File: src/rtl/pipe_ctrl_if.sv
// Pipeline hazard/status bundle between the datapath (master) and the
// stall/flush sequencer (slave).
interface pipe_ctrl_if #(
   parameter int unsigned REGW = 5
);
   logic            ext_stall;
   logic            br_taken;
   logic            ex_load;
   logic [REGW-1:0] ex_rd;
   logic            id_use_a;
   logic            id_use_b;
   logic [REGW-1:0] id_rs_a;
   logic [REGW-1:0] id_rs_b;
   logic            id_is_md;
   logic            md_done;
   logic            pc_wr;
   logic            if_id_wr;
   logic            id_ex_wr;
   logic            ex_mem_wr;
   logic            mem_wb_wr;
   logic            if_id_flush;
   logic            id_ex_flush;
   logic            md_start;
   logic            md_busy;
   logic            md_err;

   modport master (
      output ext_stall, br_taken, ex_load, ex_rd, id_use_a, id_use_b,
             id_rs_a, id_rs_b, id_is_md, md_done,
      input  pc_wr, if_id_wr, id_ex_wr, ex_mem_wr, mem_wb_wr,
             if_id_flush, id_ex_flush, md_start, md_busy, md_err
   );

   modport slave (
      input  ext_stall, br_taken, ex_load, ex_rd, id_use_a, id_use_b,
             id_rs_a, id_rs_b, id_is_md, md_done,
      output pc_wr, if_id_wr, id_ex_wr, ex_mem_wr, mem_wb_wr,
             if_id_flush, id_ex_flush, md_start, md_busy, md_err
   );
endinterface

File: src/rtl/pipe_ctrl.sv
// Stall/flush sequencer for the 5-stage pipeline: load-use, branch redirect,
// memory wait, and MDU start/done handshake with a timeout watchdog.
module pipe_ctrl #(
   parameter int unsigned REGW   = 5,
   parameter int unsigned MD_TMO = 64,
   parameter int unsigned CNTW   = 7
) (
   input logic        clk,
   input logic        rst_n,
   pipe_ctrl_if.slave bus
);
   typedef enum logic {RUN, MD_WAIT} state_t;

   state_t          state_q, state_d;
   logic [CNTW-1:0] cnt_q, cnt_d;
   logic            md_ack_q, md_ack_d;
   logic            md_err_q, md_err_d;

   logic [REGW-1:0] ex_rd, rs_a, rs_b;
   logic            hazard;
   logic            pc_wr, if_id_wr, id_ex_wr, ex_mem_wr, mem_wb_wr;
   logic            if_id_flush, id_ex_flush, md_start, md_busy;

   assign ex_rd  = bus.ex_rd;
   assign rs_a   = bus.id_rs_a;
   assign rs_b   = bus.id_rs_b;
   assign hazard = bus.ex_load & ((bus.id_use_a & (rs_a == ex_rd)) |
                                  (bus.id_use_b & (rs_b == ex_rd)));

   always_ff @(posedge clk) begin
      if (!rst_n) begin
         state_q  <= RUN;
         cnt_q    <= '0;
         md_ack_q <= 1'b0;
         md_err_q <= 1'b0;
      end else begin
         state_q  <= state_d;
         cnt_q    <= cnt_d;
         md_ack_q <= md_ack_d;
         md_err_q <= md_err_d;
      end
   end

   always_comb begin
      state_d     = state_q;
      cnt_d       = cnt_q;
      md_ack_d    = md_ack_q;
      md_err_d    = md_err_q;
      pc_wr       = 1'b1;
      if_id_wr    = 1'b1;
      id_ex_wr    = 1'b1;
      ex_mem_wr   = 1'b1;
      mem_wb_wr   = 1'b1;
      if_id_flush = 1'b0;
      id_ex_flush = 1'b0;
      md_start    = 1'b0;
      md_busy     = 1'b0;

      if (!rst_n) begin
         pc_wr     = 1'b0;
         if_id_wr  = 1'b0;
         id_ex_wr  = 1'b0;
         ex_mem_wr = 1'b0;
         mem_wb_wr = 1'b0;
      end else begin
         unique case (state_q)
            RUN: begin
               if (bus.ext_stall) begin
                  pc_wr     = 1'b0;
                  if_id_wr  = 1'b0;
                  id_ex_wr  = 1'b0;
                  ex_mem_wr = 1'b0;
                  mem_wb_wr = 1'b0;
               end else begin
                  // md_ack lets the just-completed MD instruction leave ID once
                  md_ack_d = 1'b0;
                  if (bus.br_taken) begin
                     if_id_flush = 1'b1;
                     id_ex_flush = 1'b1;
                  end else if (hazard) begin
                     pc_wr       = 1'b0;
                     if_id_wr    = 1'b0;
                     id_ex_flush = 1'b1;
                  end else if (bus.id_is_md && !md_ack_q) begin
                     md_start    = 1'b1;
                     pc_wr       = 1'b0;
                     if_id_wr    = 1'b0;
                     id_ex_flush = 1'b1;
                     state_d     = MD_WAIT;
                     cnt_d       = '0;
                  end
               end
            end
            MD_WAIT: begin
               md_busy = 1'b1;
               if (bus.ext_stall) begin
                  pc_wr     = 1'b0;
                  if_id_wr  = 1'b0;
                  id_ex_wr  = 1'b0;
                  ex_mem_wr = 1'b0;
                  mem_wb_wr = 1'b0;
               end else begin
                  pc_wr       = 1'b0;
                  if_id_wr    = 1'b0;
                  id_ex_flush = 1'b1;
               end
               // Done and the watchdog are honoured even while memory stalls
               if (bus.md_done) begin
                  state_d  = RUN;
                  cnt_d    = '0;
                  md_ack_d = 1'b1;
               end else if (cnt_q == CNTW'(MD_TMO - 1)) begin
                  md_err_d = 1'b1;
                  state_d  = RUN;
                  cnt_d    = '0;
                  md_ack_d = 1'b1;
               end else begin
                  cnt_d = cnt_q + 1'b1;
               end
            end
            default: state_d = RUN;
         endcase
      end
   end

   assign bus.pc_wr       = pc_wr;
   assign bus.if_id_wr    = if_id_wr;
   assign bus.id_ex_wr    = id_ex_wr;
   assign bus.ex_mem_wr   = ex_mem_wr;
   assign bus.mem_wb_wr   = mem_wb_wr;
   assign bus.if_id_flush = if_id_flush;
   assign bus.id_ex_flush = id_ex_flush;
   assign bus.md_start    = md_start;
   assign bus.md_busy     = md_busy;
   assign bus.md_err      = md_err_q;
endmodule
File: src/flat_wrapper.sv
// flat-port wrapper written by rule: the top's interface ports become plain ports
module pipe_ctrl_flat 
#(
   parameter int unsigned REGW   = 5,
   parameter int unsigned MD_TMO = 64,
   parameter int unsigned CNTW   = 7
)
  (clk, rst_n, bus_ext_stall, bus_br_taken, bus_ex_load, bus_ex_rd, bus_id_use_a, bus_id_use_b, bus_id_rs_a, bus_id_rs_b, bus_id_is_md, bus_md_done, bus_pc_wr, bus_if_id_wr, bus_id_ex_wr, bus_ex_mem_wr, bus_mem_wb_wr, bus_if_id_flush, bus_id_ex_flush, bus_md_start, bus_md_busy, bus_md_err);
  pipe_ctrl_if #(.REGW(REGW)) bus_i ();
  input logic clk;
  input logic rst_n;
  input wire logic [$bits(bus_i.ext_stall)-1:0] bus_ext_stall;
  input wire logic [$bits(bus_i.br_taken)-1:0] bus_br_taken;
  input wire logic [$bits(bus_i.ex_load)-1:0] bus_ex_load;
  input wire logic [$bits(bus_i.ex_rd)-1:0] bus_ex_rd;
  input wire logic [$bits(bus_i.id_use_a)-1:0] bus_id_use_a;
  input wire logic [$bits(bus_i.id_use_b)-1:0] bus_id_use_b;
  input wire logic [$bits(bus_i.id_rs_a)-1:0] bus_id_rs_a;
  input wire logic [$bits(bus_i.id_rs_b)-1:0] bus_id_rs_b;
  input wire logic [$bits(bus_i.id_is_md)-1:0] bus_id_is_md;
  input wire logic [$bits(bus_i.md_done)-1:0] bus_md_done;
  output wire logic [$bits(bus_i.pc_wr)-1:0] bus_pc_wr;
  output wire logic [$bits(bus_i.if_id_wr)-1:0] bus_if_id_wr;
  output wire logic [$bits(bus_i.id_ex_wr)-1:0] bus_id_ex_wr;
  output wire logic [$bits(bus_i.ex_mem_wr)-1:0] bus_ex_mem_wr;
  output wire logic [$bits(bus_i.mem_wb_wr)-1:0] bus_mem_wb_wr;
  output wire logic [$bits(bus_i.if_id_flush)-1:0] bus_if_id_flush;
  output wire logic [$bits(bus_i.id_ex_flush)-1:0] bus_id_ex_flush;
  output wire logic [$bits(bus_i.md_start)-1:0] bus_md_start;
  output wire logic [$bits(bus_i.md_busy)-1:0] bus_md_busy;
  output wire logic [$bits(bus_i.md_err)-1:0] bus_md_err;
  assign bus_i.ext_stall = bus_ext_stall;
  assign bus_i.br_taken = bus_br_taken;
  assign bus_i.ex_load = bus_ex_load;
  assign bus_i.ex_rd = bus_ex_rd;
  assign bus_i.id_use_a = bus_id_use_a;
  assign bus_i.id_use_b = bus_id_use_b;
  assign bus_i.id_rs_a = bus_id_rs_a;
  assign bus_i.id_rs_b = bus_id_rs_b;
  assign bus_i.id_is_md = bus_id_is_md;
  assign bus_i.md_done = bus_md_done;
  assign bus_pc_wr = bus_i.pc_wr;
  assign bus_if_id_wr = bus_i.if_id_wr;
  assign bus_id_ex_wr = bus_i.id_ex_wr;
  assign bus_ex_mem_wr = bus_i.ex_mem_wr;
  assign bus_mem_wb_wr = bus_i.mem_wb_wr;
  assign bus_if_id_flush = bus_i.if_id_flush;
  assign bus_id_ex_flush = bus_i.id_ex_flush;
  assign bus_md_start = bus_i.md_start;
  assign bus_md_busy = bus_i.md_busy;
  assign bus_md_err = bus_i.md_err;
  pipe_ctrl #(.REGW(REGW), .MD_TMO(MD_TMO), .CNTW(CNTW)) u_core (.clk(clk), .rst_n(rst_n), .bus(bus_i));
endmodule
File: config.mk
export PLATFORM = sky130hd
export DESIGN_NAME = pipe_ctrl_flat
export DESIGN_NICKNAME = d
export VERILOG_FILES = /design/src/rtl/pipe_ctrl_if.sv /design/src/rtl/pipe_ctrl.sv /design/src/flat_wrapper.sv
export SDC_FILE = /design/constraint.sdc
export NUM_CORES = 1
export LEC_CHECK = 0
export CORE_MARGIN = 2
export CORE_UTILIZATION = 35
export CTS_BUF_LIST = sky130_fd_sc_hd__clkbuf_2
export CTS_CLUSTER_DIAMETER = 60
export DETAILED_ROUTE_END_ITERATION = 10
export GPL_ROUTABILITY_DRIVEN = 1
export HOLD_SLACK_MARGIN = 0.02
export MAX_ROUTING_LAYER = met4
export PLACE_DENSITY = 0.65
export RECOVER_POWER = 100
export SKIP_CTS_REPAIR_TIMING = 1
export SLEW_MARGIN = 5
export SYNTH_ARGS = -nofsm -noshare
export SYNTH_HDL_FRONTEND = slang
export SYNTH_SLANG_ARGS = --single-unit
File: constraint.sdc
create_clock -name clk -period 4.3 [get_ports clk]
set_clock_uncertainty 0.1 [all_clocks]
set_input_delay 0.645 -clock clk [delete_from_list [all_inputs] [get_ports clk]]
set_output_delay 0.645 -clock clk [all_outputs]
set_load 0.02 [all_outputs]
==> Word-level counts from Yosys, hierarchy flattened <==
Cells that the tools add are included.
{ "word_totals": {"reg_bits": 10, "latch_bits": 0, "ram_bits": 0, "mem_bits_ro": 0, "output_inout_bits": 10, "memories": 0} }
{ "classes": {"add_sub_neg": 1, "mul": 0, "div_mod_pow": 0, "order_cmp": 0, "eq_ne": 8, "shifts": 0, "mux": 39, "n_bitwise": 6, "n_reduce_logical": 5} }
{ "op_table": {"columns": ["op", "n"], "rows": [
  ["7-bit 2-to-1 mux", 6],
  ["1-bit 2-to-1 mux", 28],
  ["7-bit case mux with 2 select lines", 1],
  ["5-bit equality test", 2],
  ["1-bit case mux with 2 select lines", 4],
  ["7-bit by 1-bit adder with 7-bit output, second input constant", 1],
  ["7-bit by 6-bit equality test with 1-bit output, second input constant", 1],
  ["2-bit inequality test, second input constant", 3],
  ["4-bit AND reduction", 1],
  ["1-bit bitwise AND", 3],
  ["3-bit inequality test, second input constant", 1],
  ["3-bit AND reduction", 1],
  ["2-bit by 1-bit inequality test with 1-bit output, second input constant", 1],
  ["1-bit inverter", 2],
  ["2-bit AND reduction", 1],
  ["1-bit logical AND", 1],
  ["1-bit zero test", 1],
  ["1-bit bitwise OR", 1]
]} }

==> Depth between registers and ports, before layout <==
{ "logic_depth": {"word_depth": 9, "mapped_depth": 6, "depth_no_buf": 5} }

==> Worst setup path before layout <==
Ideal clock, no wire load.
{ "synth_path": {"path_kind": "input -> output", "startpoint": "in rst_n", "endpoint": "out bus_pc_wr", "arrival_time_ns": 1.924, "t_required_ns": 3.555, "setup_slack_ns": 1.631, "path_stages": 4, "cell_sequence": "nor2b_1 -> and3_1 -> a41o_1 -> buf_4"} }
{ "synth_via": {"elab_chain_cells": 1} }
{ "synth_lines": {"columns": ["item", "line", "rtl"], "rows": [
  ["from (decl)", "flat_wrapper.sv:11", "input logic rst_n;"],
  ["1-bit 2-to-1 mux", null, null],
  ["to (decl)", "flat_wrapper.sv:22", "output wire logic [$bits(bus_i.pc_wr)-1:0] bus_pc_wr;"]
]} }
Every way passes these cells.

==> Worst setup path in the final report <==
{ "layout_path": {"startpoint": "in bus_ex_rd[4]", "endpoint": "out bus_md_start"} }
{ "layout_via": {"elab_chain_cells": 9, "word_cells_on_any_way": 11, "classes_between": "eq/ne: 2; mux: 5; bitwise: 4"} }
{ "layout_lines": {"columns": ["item", "line", "rtl"], "rows": [
  ["from (decl)", "flat_wrapper.sv:15", "input wire logic [$bits(bus_i.ex_rd)-1:0] bus_ex_rd;"],
  ["5-bit equality test (on tied branches)", "pipe_ctrl.sv:27, pipe_ctrl.sv:28", null],
  ["1-bit bitwise AND (on tied branches)", "pipe_ctrl.sv:27, pipe_ctrl.sv:28", null],
  ["1-bit bitwise OR (*)", "pipe_ctrl.sv:27", "assign hazard = bus.ex_load & ((bus.id_use_a & (rs_a == ex_rd)) |"],
  ["1-bit bitwise AND (*)", "pipe_ctrl.sv:27", null],
  ["1-bit 2-to-1 mux (*)", "pipe_ctrl.sv:80", "end else if (hazard) begin"],
  ["1-bit 2-to-1 mux (*)", "pipe_ctrl.sv:77", "if (bus.br_taken) begin"],
  ["1-bit 2-to-1 mux (*)", "pipe_ctrl.sv:68", "if (bus.ext_stall) begin"],
  ["1-bit 2-to-1 mux (*)", "pipe_ctrl.sv:66", "unique case (state_q)"],
  ["1-bit 2-to-1 mux (*)", "pipe_ctrl.sv:59", "if (!rst_n) begin"],
  ["to (decl)", "flat_wrapper.sv:29", "output wire logic [$bits(bus_i.md_start)-1:0] bus_md_start;"]
]} }
Every way passes the cells marked *; elsewhere a longest branch is shown, timed or not.

==> results.sh <==
export IMPL_hp_class="reg2reg"
export IMPL_htreeDepth=1
export IMPL_grt_pass1_wl_um=3510
export IMPL_regToRegEndpoint="u_core.cnt_q[3]"
export IMPL_dieWidth_um=51.4
export IMPL_worst_r2r_cell_count=5
export IMPL_min_to="u_core.cnt_q[6]"
export IMPL_clock_latency_ns=0.26
export IMPL_cts_tree="yes"
export IMPL_crit_family="buffers and inverters"
export IMPL_drt_first_iter_violations=20
export IMPL_critPathRequiredTime_ns=3.56
export IMPL_wl_um=2040
export IMPL_cts_num_sinks=10
export IMPL_fmax_mhz=268
export IMPL_cpPeakStageDelay_ns=0.61
export IMPL_synthArstFlopShare_pct=0
export IMPL_power_density_mw_per_mm2=184
export IMPL_vias_per_cell=5.27
export IMPL_synth_warnings=0
export IMPL_hold_ws_ns=0.381
export IMPL_hold_viol=0
export IMPL_nets=153
export IMPL_cts_inserted_buffers=3
export IMPL_tightest_slew_ns=0.393
export IMPL_diodes=0
export IMPL_die_y_um=51.4
export IMPL_arrival_ns=2.99
export IMPL_cts_root_buf="clkbuf_2"
export IMPL_min_delay_path_depth=2
export IMPL_max_cap_violations=0
export IMPL_area_growth_synth_to_final_pct=41.2
export IMPL_synthFlopType="dfxtp_1"
export IMPL_cpMaxStageDelayCell="clkdlybuf4s50_1"
export IMPL_pin_count=34
export IMPL_final_area_mm2=0.00111
export IMPL_grt_pass1_vias=785
export IMPL_met3_usage_pct=5.85
export IMPL_grt_use_total_pct=17.9
export IMPL_antenna_found_initial=0
export IMPL_p_leak_nw=0.457
export IMPL_core_mm2=0.00217
export IMPL_use_met1_pct=21.8
export IMPL_path_class="in2out"
export IMPL_path_depth=7
export IMPL_tns_ns=0
export IMPL_crit_buf_inv=3
export IMPL_synth_fp_nets=121
export IMPL_layout_common_cells="23 x clkdlybuf4s50_1, 10 x xor2_1, 10 x dlygate4sd3_1, 10 x dfxtp_1, 7 x and3_1"
export IMPL_dr_pass1_iters=4
export IMPL_irDropWorstVdd_uv=116
export IMPL_grt_max_degree=13
export IMPL_path_clk_slew_ns=0.08
export IMPL_fp_row_count=17
export IMPL_crit_chain="dlygate4sd3_1 > xor2_1 > nor4_2 > a22oi_1 > clkbuf_1 > and3_1 > clkdlybuf4s50_1"
export IMPL_finish_utilization_pct=51.2
export IMPL_setup_viol=0
export IMPL_totalPowerFinal_uw=204
export IMPL_period_minus_slack_ns=3.73
export IMPL_layout_commonest_cell="clkdlybuf4s50_1"
export IMPL_globalRouteOverflowTotal=0
export IMPL_grt_met2_usage_pct=29.3
export IMPL_drc=0
export IMPL_path_max_fanout=9
export IMPL_gp_congestion=0.868
export IMPL_vias=811
export IMPL_seq_area_frac_synth_pct=25.5
export IMPL_end_kind="primary output"
export IMPL_port_buffers=33
export IMPL_yosysUniqueCellTypes=39
export IMPL_synth_area_um2=786
export IMPL_syn_instance_count=96
export IMPL_placed_area_mm2=0.00111
export IMPL_status="complete, no violations"
export IMPL_slew_headroom_pct=73.7
export IMPL_wire_per_inst_um=13.3
export IMPL_period_share_pct=86.8
export IMPL_rrSetupSlack_ns=2.60
export IMPL_cts_buffer_depth=2
export IMPL_startpoint_type="input port"
export IMPL_synth_seq_cells=10
export IMPL_busiest_layer="met2"
export IMPL_rsz0062_at_grt="false"
export IMPL_dpl_hpwl_um=1590
export IMPL_start_util_pct=36.2
export IMPL_ant_nets=0
export IMPL_drive_above_1_share_pct=3.97
export IMPL_synth_edf_count=0
export IMPL_die_area_mm2=0.00264
export IMPL_timing_rr_start="u_core.cnt_q[0]"
export IMPL_min_delay_start="u_core.cnt_q[6]"
export IMPL_maxSlewViolCount=0
export IMPL_syn_area_per_cell_um2=8.18
[state kept, by name (all words and copies together) (netlist names)]
name               flops
u_core.bus.md_err      1
u_core.cnt_q           7
u_core.md_ack_q        1
u_core.state_q         1
[layout make-up]
class,instances,area [um^2]
Multi-Input combinational cell,72,495
Tap cell,28,35.0
Timing Repair Buffer,35,342
Fill cell,223,1060
Inverter,6,22.5
Sequential cell,10,200
Clock buffer,3,15.0
[per-stage QoR]
step                setup slack (ns)  cells
floorplan                       1.63     96
global route                   0.421    154
detailed placement             0.902    151
CTS                            0.882    154
finish                         0.568    154
global placement               0.928    151
[how the worst max path moves through the flow]
| stage | slack [ns] | end | startpoint |
|---|---|---|---|
| after CTS | 0.88 | bus_pc_wr | rst_n |
| after global routing | 0.42 | bus_md_start | bus_ex_rd[4] |
| after detailed placement | 0.90 | bus_if_id_wr | rst_n |
| final | 0.57 | bus_md_start | bus_ex_rd[4] |
| after floorplan | 1.63 | bus_pc_wr | rst_n |
| after global placement | 0.93 | bus_md_start | bus_ex_rd[3] |
[routing by layer]
metal	up-vias	wire length (um)
met1	382	931
li1	406	-
met4	0	6
met5	-	0
met2	21	980
met3	2	124
[worst min-delay path: stages (launching register included)]
cell,delay (ns)
dfxtp_1,0.31
o211ai_1,0.08
a21oi_1,0.05
[kinds of logic (layout without fill, tap and decap cells)]
| family | after synthesis | after routing | synth area share [%] |
|---|---|---|---|
| simple gates | 32 | 32 | 25.3 |
| compound gates | 27 | 27 | 24.8 |
| buf+inv | 14 | 44 | 9.39 |
| xor+xnor | 12 | 12 | 13.4 |
| flops | 10 | 10 | 25.5 |
| fa+ha+maj | 1 | 1 | 1.59 |
[power by group]
part           switching, mW  internal (mW)  total, mW
Sequential           0.00130         0.0935     0.0948
Clock                 0.0311         0.0190     0.0502
Combinational         0.0253         0.0341     0.0594
Total                 0.0577          0.147      0.204
[cell usage after synthesis, types with 3 or more instances]
library cell / n / area share, %
o21ai_1: 4 / 2.5
and3_1: 7 / 5.6
a32oi_1: 4 / 4.5
a21oi_1: 4 / 2.5
nand2b_1: 3 / 2.4
buf_4: 3 / 2.9
inv_1: 6 / 2.9
dfxtp_1: 10 / 25
xor2_1: 10 / 11
nand2_1: 5 / 2.4
(Power assumes the default switching activity.)
